===== config.mk =====
export PLATFORM = sky130hd
export DESIGN_NAME = enc_tx_scheduler
export DESIGN_NICKNAME = d
export VERILOG_FILES = /design/src/rtl/enc_tx_scheduler.sv
export SDC_FILE = /design/constraint.sdc
export NUM_CORES = 1
export LEC_CHECK = 0
export CAP_MARGIN = 20
export CORE_MARGIN = 2
export CORE_UTILIZATION = 43
export DETAILED_ROUTE_END_ITERATION = 7
export MAX_ROUTING_LAYER = met4
export PLACE_DENSITY = 0.84
export SLEW_MARGIN = 15
export SYNTH_ARGS = -nofsm -noshare
export SYNTH_HDL_FRONTEND = slang
export SYNTH_SLANG_ARGS = --single-unit
export TNS_END_PERCENT = 50

===== constraint.sdc =====
create_clock -name clk -period 6 [get_ports clk]
set_input_delay 1.8 -clock clk [delete_from_list [all_inputs] [get_ports clk]]
set_output_delay 1.8 -clock clk [all_outputs]
set_load 0.02 [all_outputs]

===== src/rtl/enc_tx_scheduler.sv =====
// 8b/10b transmit scheduler: comma alignment, then source data or K28.5 idle fill, one word per clock.
// Drives an external combinational 5b/6b+3b/4b encoder; registers its code and tracks running disparity.
module enc_tx_scheduler #(
  parameter int         ALIGN_COUNT = 16,
  parameter logic [7:0] IDLE_BYTE   = 8'hBC
) (
  input  logic       clk,
  input  logic       rst,
  input  logic [7:0] s_data,
  input  logic       s_k,
  input  logic       s_valid,
  output logic       s_ready,
  input  logic       realign,
  output logic [4:0] enc_x,
  output logic [2:0] enc_y,
  output logic       enc_k,
  output logic       enc_disp,
  input  logic [9:0] enc_code,
  output logic [9:0] tx_code,
  output logic       tx_valid,
  output logic       link_up,
  output logic       err_k
);

  localparam int            CW       = (ALIGN_COUNT > 1) ? $clog2(ALIGN_COUNT) : 1;
  localparam logic [CW-1:0] CNT_LOAD = CW'(ALIGN_COUNT - 1);
  localparam logic [CW-1:0] CNT_ONE  = CW'(1);

  typedef enum logic {
    ST_ALIGN = 1'b0,
    ST_RUN   = 1'b1
  } state_t;

  state_t        r_state;
  state_t        w_state_nxt;
  logic [CW-1:0] r_cnt;
  logic [CW-1:0] w_cnt_nxt;
  logic          r_rd;
  logic          w_rd_nxt;
  logic [9:0]    r_tx_code;
  logic          r_tx_valid;
  logic          r_err_k;

  logic          w_ready;
  logic          w_accept;
  logic          w_k_legal;
  logic [7:0]    w_sel;
  logic          w_sel_k;
  logic          w_err_k;
  logic [3:0]    w_ones;

  // K28.0-K28.7 share EDCBA = 11100; the remaining legal K bytes are K23/27/29/30.7.
  function automatic logic k_legal(input logic [7:0] b);
    logic ok;
    ok = (b[4:0] == 5'h1C);
    case (b)
      8'hF7, 8'hFB, 8'hFD, 8'hFE: ok = 1'b1;
      default: ;
    endcase
    return ok;
  endfunction

  always_comb begin
    w_ready   = (r_state == ST_RUN) && !realign && !rst;
    w_accept  = s_valid && w_ready;
    w_k_legal = k_legal(s_data);
    w_sel     = IDLE_BYTE;
    w_sel_k   = 1'b1;
    w_err_k   = 1'b0;
    if (w_accept) begin
      // An illegal K byte is still consumed so the source cannot stall on it.
      if (s_k && !w_k_legal) begin
        w_err_k = 1'b1;
      end else begin
        w_sel   = s_data;
        w_sel_k = s_k;
      end
    end
  end

  always_comb begin
    w_state_nxt = r_state;
    w_cnt_nxt   = r_cnt;
    case (r_state)
      ST_ALIGN: begin
        if (realign) begin
          w_cnt_nxt = CNT_LOAD;
        end else if (r_cnt == '0) begin
          w_state_nxt = ST_RUN;
        end else begin
          w_cnt_nxt = r_cnt - CNT_ONE;
        end
      end
      ST_RUN: begin
        if (realign) begin
          w_state_nxt = ST_ALIGN;
          w_cnt_nxt   = CNT_LOAD;
        end
      end
      default: begin
        w_state_nxt = ST_ALIGN;
        w_cnt_nxt   = CNT_LOAD;
      end
    endcase
  end

  always_comb begin
    w_ones = '0;
    for (int i = 0; i < 10; i++) begin
      w_ones = w_ones + {3'b000, enc_code[i]};
    end
    // A balanced word (five ones) leaves the running disparity where it was.
    if (w_ones > 4'd5) begin
      w_rd_nxt = 1'b1;
    end else if (w_ones < 4'd5) begin
      w_rd_nxt = 1'b0;
    end else begin
      w_rd_nxt = r_rd;
    end
  end

  always_ff @(posedge clk) begin
    if (rst) begin
      r_state    <= ST_ALIGN;
      r_cnt      <= CNT_LOAD;
      r_rd       <= 1'b0;
      r_tx_code  <= 10'b0;
      r_tx_valid <= 1'b0;
      r_err_k    <= 1'b0;
    end else begin
      r_state    <= w_state_nxt;
      r_cnt      <= w_cnt_nxt;
      r_rd       <= w_rd_nxt;
      r_tx_code  <= enc_code;
      r_tx_valid <= 1'b1;
      r_err_k    <= w_err_k;
    end
  end

  assign s_ready  = w_ready;
  assign enc_x    = w_sel[4:0];
  assign enc_y    = w_sel[7:5];
  assign enc_k    = w_sel_k;
  assign enc_disp = r_rd;
  assign tx_code  = r_tx_code;
  assign tx_valid = r_tx_valid;
  assign link_up  = (r_state == ST_RUN);
  assign err_k    = r_err_k;

endmodule

==> results.md, run 1 <==
* Status: finished, final reports clean
* Post-Synthesis Cells at 104
* Syn nets at 137
* Die Y at 51.46 µm
* Fin crit period at 5640 ps
* # setup viols final at 0
* DRC Markers at 0
* Routed WL per cell at 11.73 µm
* Clk sink count at 18
* Root Buffer: clkbuf_4
* Crit path max fanout at 8
* Slowest stage cell, crit path: clkdlybuf4s50_1
* Core ar. at 0.002170 mm²
* Post-DRT Antenna Nets at 0
* Startpoint types: input port
* Worst Max-Slew Pin Slew at 542.2 ps
* Largest delay share family, worst path: buffers and inverters
* GR Util met1 at 16.97%
* Worst-skew pair later-pin latency at 290 ps
* Met2 Usage GRT at 36.32%
* Setup TNS Final at 0 ps
* Total Wirelength at 2124 µm
* Slew margin rel. at 63.82%
* CP cell instances: clkdlybuf4s50_1 > and2_1 > o2111ai_1 > and4_1 > clkdlybuf4s50_1
* Total congestion overflow at 0
* Tcrit/Tclk final at 94.00%
* Final Max Tran Viols at 0
* Ant diodes at 0
* Multi-input gate area at 535.5 µm²
* Hold Crit Class: flop to flop
* P_leak at 0.6333 nW
* Routed vias/inst at 4.884
* Dominant cells by area after synthesis: dfxtp_1 37%, fa_1 12%, inv_1 6.6%
* Global-route wire length before repair at 3567 µm
* Register area at 360.3 µm²
* Die area at 0.002648 mm²
* Cell Pwr Density at 202.3 mW/mm²
* M3 GR Usage at 2.632%
* Detailed placement HPWL at 1835 µm
* Post-synthesis sequential area ratio at 37.21%
* Bufs and invs on worst path at 2
* # port buffers at 46
* Worst path max stage delay at 610 ps
* Postcts setup bufs at 0
* H-tree depth at 1
* Synth Register Bits at 18
* Arr. time, crit path at 3840 ps
* Worst-path clk slew at 90 ps
* # Max-Cap Violations at 0
* RSZ-0062 raised after global routing: no
* Worst VDD drop at 0.1612 mV
* Crit-path most repeated cell: clkdlybuf4s50_1
* 1st-pass router iterations at 4
* Site Rows at 17
* Critical path class: input port to primary output
* Total power at 0.3032 mW
* Nets at 187
* Vias at 884
* Yosys cell types at 30
* Initial core utilization at 44.64%
* GRT Total Usage at 18.29%
* Share of the synthesized area in the top cell type at 37.21%
* CTS buffer count at 3
* Synth warnings at 0
* Area growth syn-to-layout at 54.78%
* Fin. Hold Viols at 0
* Pin count of the biggest net entering global routing at 17
* Drt initial violations at 3
* Top Usage Layer GRT: met2
* Worst Skew at 6.106 ps
* Post-CTS Hold Buffers at 0
* Longest Clk Path Bufs at 2
* Mapped cell area at 968.4 µm²
* DIE WIDTH at 51.46 µm
* Routability congestion estimate at 0.7049
* Synth area leader: dfxtp_1
* WP data required at 4200 ps
* Syn_area_per_cell at 9.312 µm²
* Worst setup EP type: primary output
* Layout cells sized above 1 at 5.229%
* Max frequency at 177.3 MHz
* CTS resizes at 0
* Number of fill cells at 191
* Number of global-route vias before repair at 904
* Antenna violations before repair at 0
* CTS tree: yes
* I/O pins at 47
[path summary, 6_finish.rpt]
kind	to	cells after the start	from	slack [ps]
max	enc_x[0]	5	s_data[0]	360
min	r_cnt[3]$_SDFFE_PP1P_	1	r_cnt[3]$_SDFFE_PP1P_	560
max reg2reg	r_cnt[0]$_SDFFE_PP1P_	5	r_cnt[0]$_SDFFE_PP1P_	4370
min reg2reg	r_cnt[3]$_SDFFE_PP1P_	1	r_cnt[3]$_SDFFE_PP1P_	560
[cell families after synthesis]
| family | after synthesis | share of synthesized area, % |
|---|---|---|
| flip-flops | 18 | 37.21 |
| adder cells (fa/ha/maj) | 10 | 17.57 |
| XOR/XNOR | 1 | 0.9046 |
| AO/OA/AOI/OAI | 13 | 9.174 |
| AND/OR/NAND/NOR | 43 | 27.65 |
| buffers and inverters | 19 | 7.493 |
[layer usage]
metal,vias up,wire [µm]
li1,450,-
met1,397,816
met2,35,1135
met3,2,159
met4,0,13
met5,-,0
[cell usage in the layout, fill, tap and decap left out, drive strengths merged]
master	synthesis	routed
a2111o	1	1
a211o	1	1
a21o	3	3
a21oi	4	4
and2	2	2
and4	3	3
buf	0	1
clkbuf	2	4
clkdlybuf4s50	0	46
dfxtp	18	18
fa	6	6
ha	4	4
inv	17	17
nand2	6	6
nand2b	1	1
nand3	2	2
nand4	1	1
nand4b	6	6
nor2	10	10
nor2b	5	5
nor3	1	1
nor3b	1	1
nor4b	1	1
o2111ai	1	1
o211ai	1	1
o21ai	2	2
or3	1	1
or3b	1	1
or4	1	1
or4b	1	1
xor2	1	1
[state kept, by name (all words and copies together) (netlist names)]
name	count
tx_valid	1
err_k	1
enc_disp	1
link_up	1
tx_code	10
r_cnt	4
[final cells by class]
class	count	share of cell area [%]
multi-input cells	67	35.73
repair buffers	47	31.22
flip-flops and latches	18	24.04
inverters	17	4.257
clock buffers	4	2.421
well taps	28	2.337
[power by group]
group | switching [mW] | internal, mW | total [mW]
Combinational | 0.0479 | 0.0517 | 0.0996
Sequential | 0.00313 | 0.127 | 0.130
Clock | 0.0362 | 0.0369 | 0.0731
Total | 0.0872 | 0.216 | 0.303
[synthesized netlist by cell type]
cell type	instances
a2111o_1	1
a211o_1	1
a21o_1	3
a21oi_1	4
and2_1	2
and4_1	3
clkbuf_1	1
clkbuf_2	1
dfxtp_1	18
fa_1	6
ha_1	4
inv_1	17
nand2_1	6
nand2b_1	1
nand3_1	2
nand4_1	1
nand4b_1	6
nor2_1	10
nor2b_1	5
nor3_1	1
nor3b_2	1
nor4b_1	1
o2111ai_1	1
o211ai_1	1
o21ai_0	2
or3_1	1
or3b_2	1
or4_4	1
or4b_1	1
xor2_1	1
[per-stage QoR]
stage	area (µm²)	utilization, %	std cells	hold WS [ps]	worst slack [ps]
after global routing	1499	69.09	181	611.6	266.1
final	1499	69.09	181	563.9	360.1
after detailed placement	1463	67.42	177	549.3	368.0
after floorplan	968.4	-	104	487.8	1375
after global placement	1463	67.42	177	504.5	483.3
after CTS	1499	69.09	181	571.3	360.1
Power figures use the tool's default switching activity.
==> inputs of run 2 (changes only) <==
--- a/config.mk
+++ b/config.mk
@@ -11,6 +11,7 @@
 export DETAILED_ROUTE_END_ITERATION = 7
 export MAX_ROUTING_LAYER = met4
 export PLACE_DENSITY = 0.84
+export SETUP_SLACK_MARGIN = 0.2
 export SLEW_MARGIN = 15
 export SYNTH_ARGS = -nofsm -noshare
 export SYNTH_HDL_FRONTEND = slang
==> results of run 2 <==
Same layout as run 1: the final DEF is identical, and so are final timing and power.
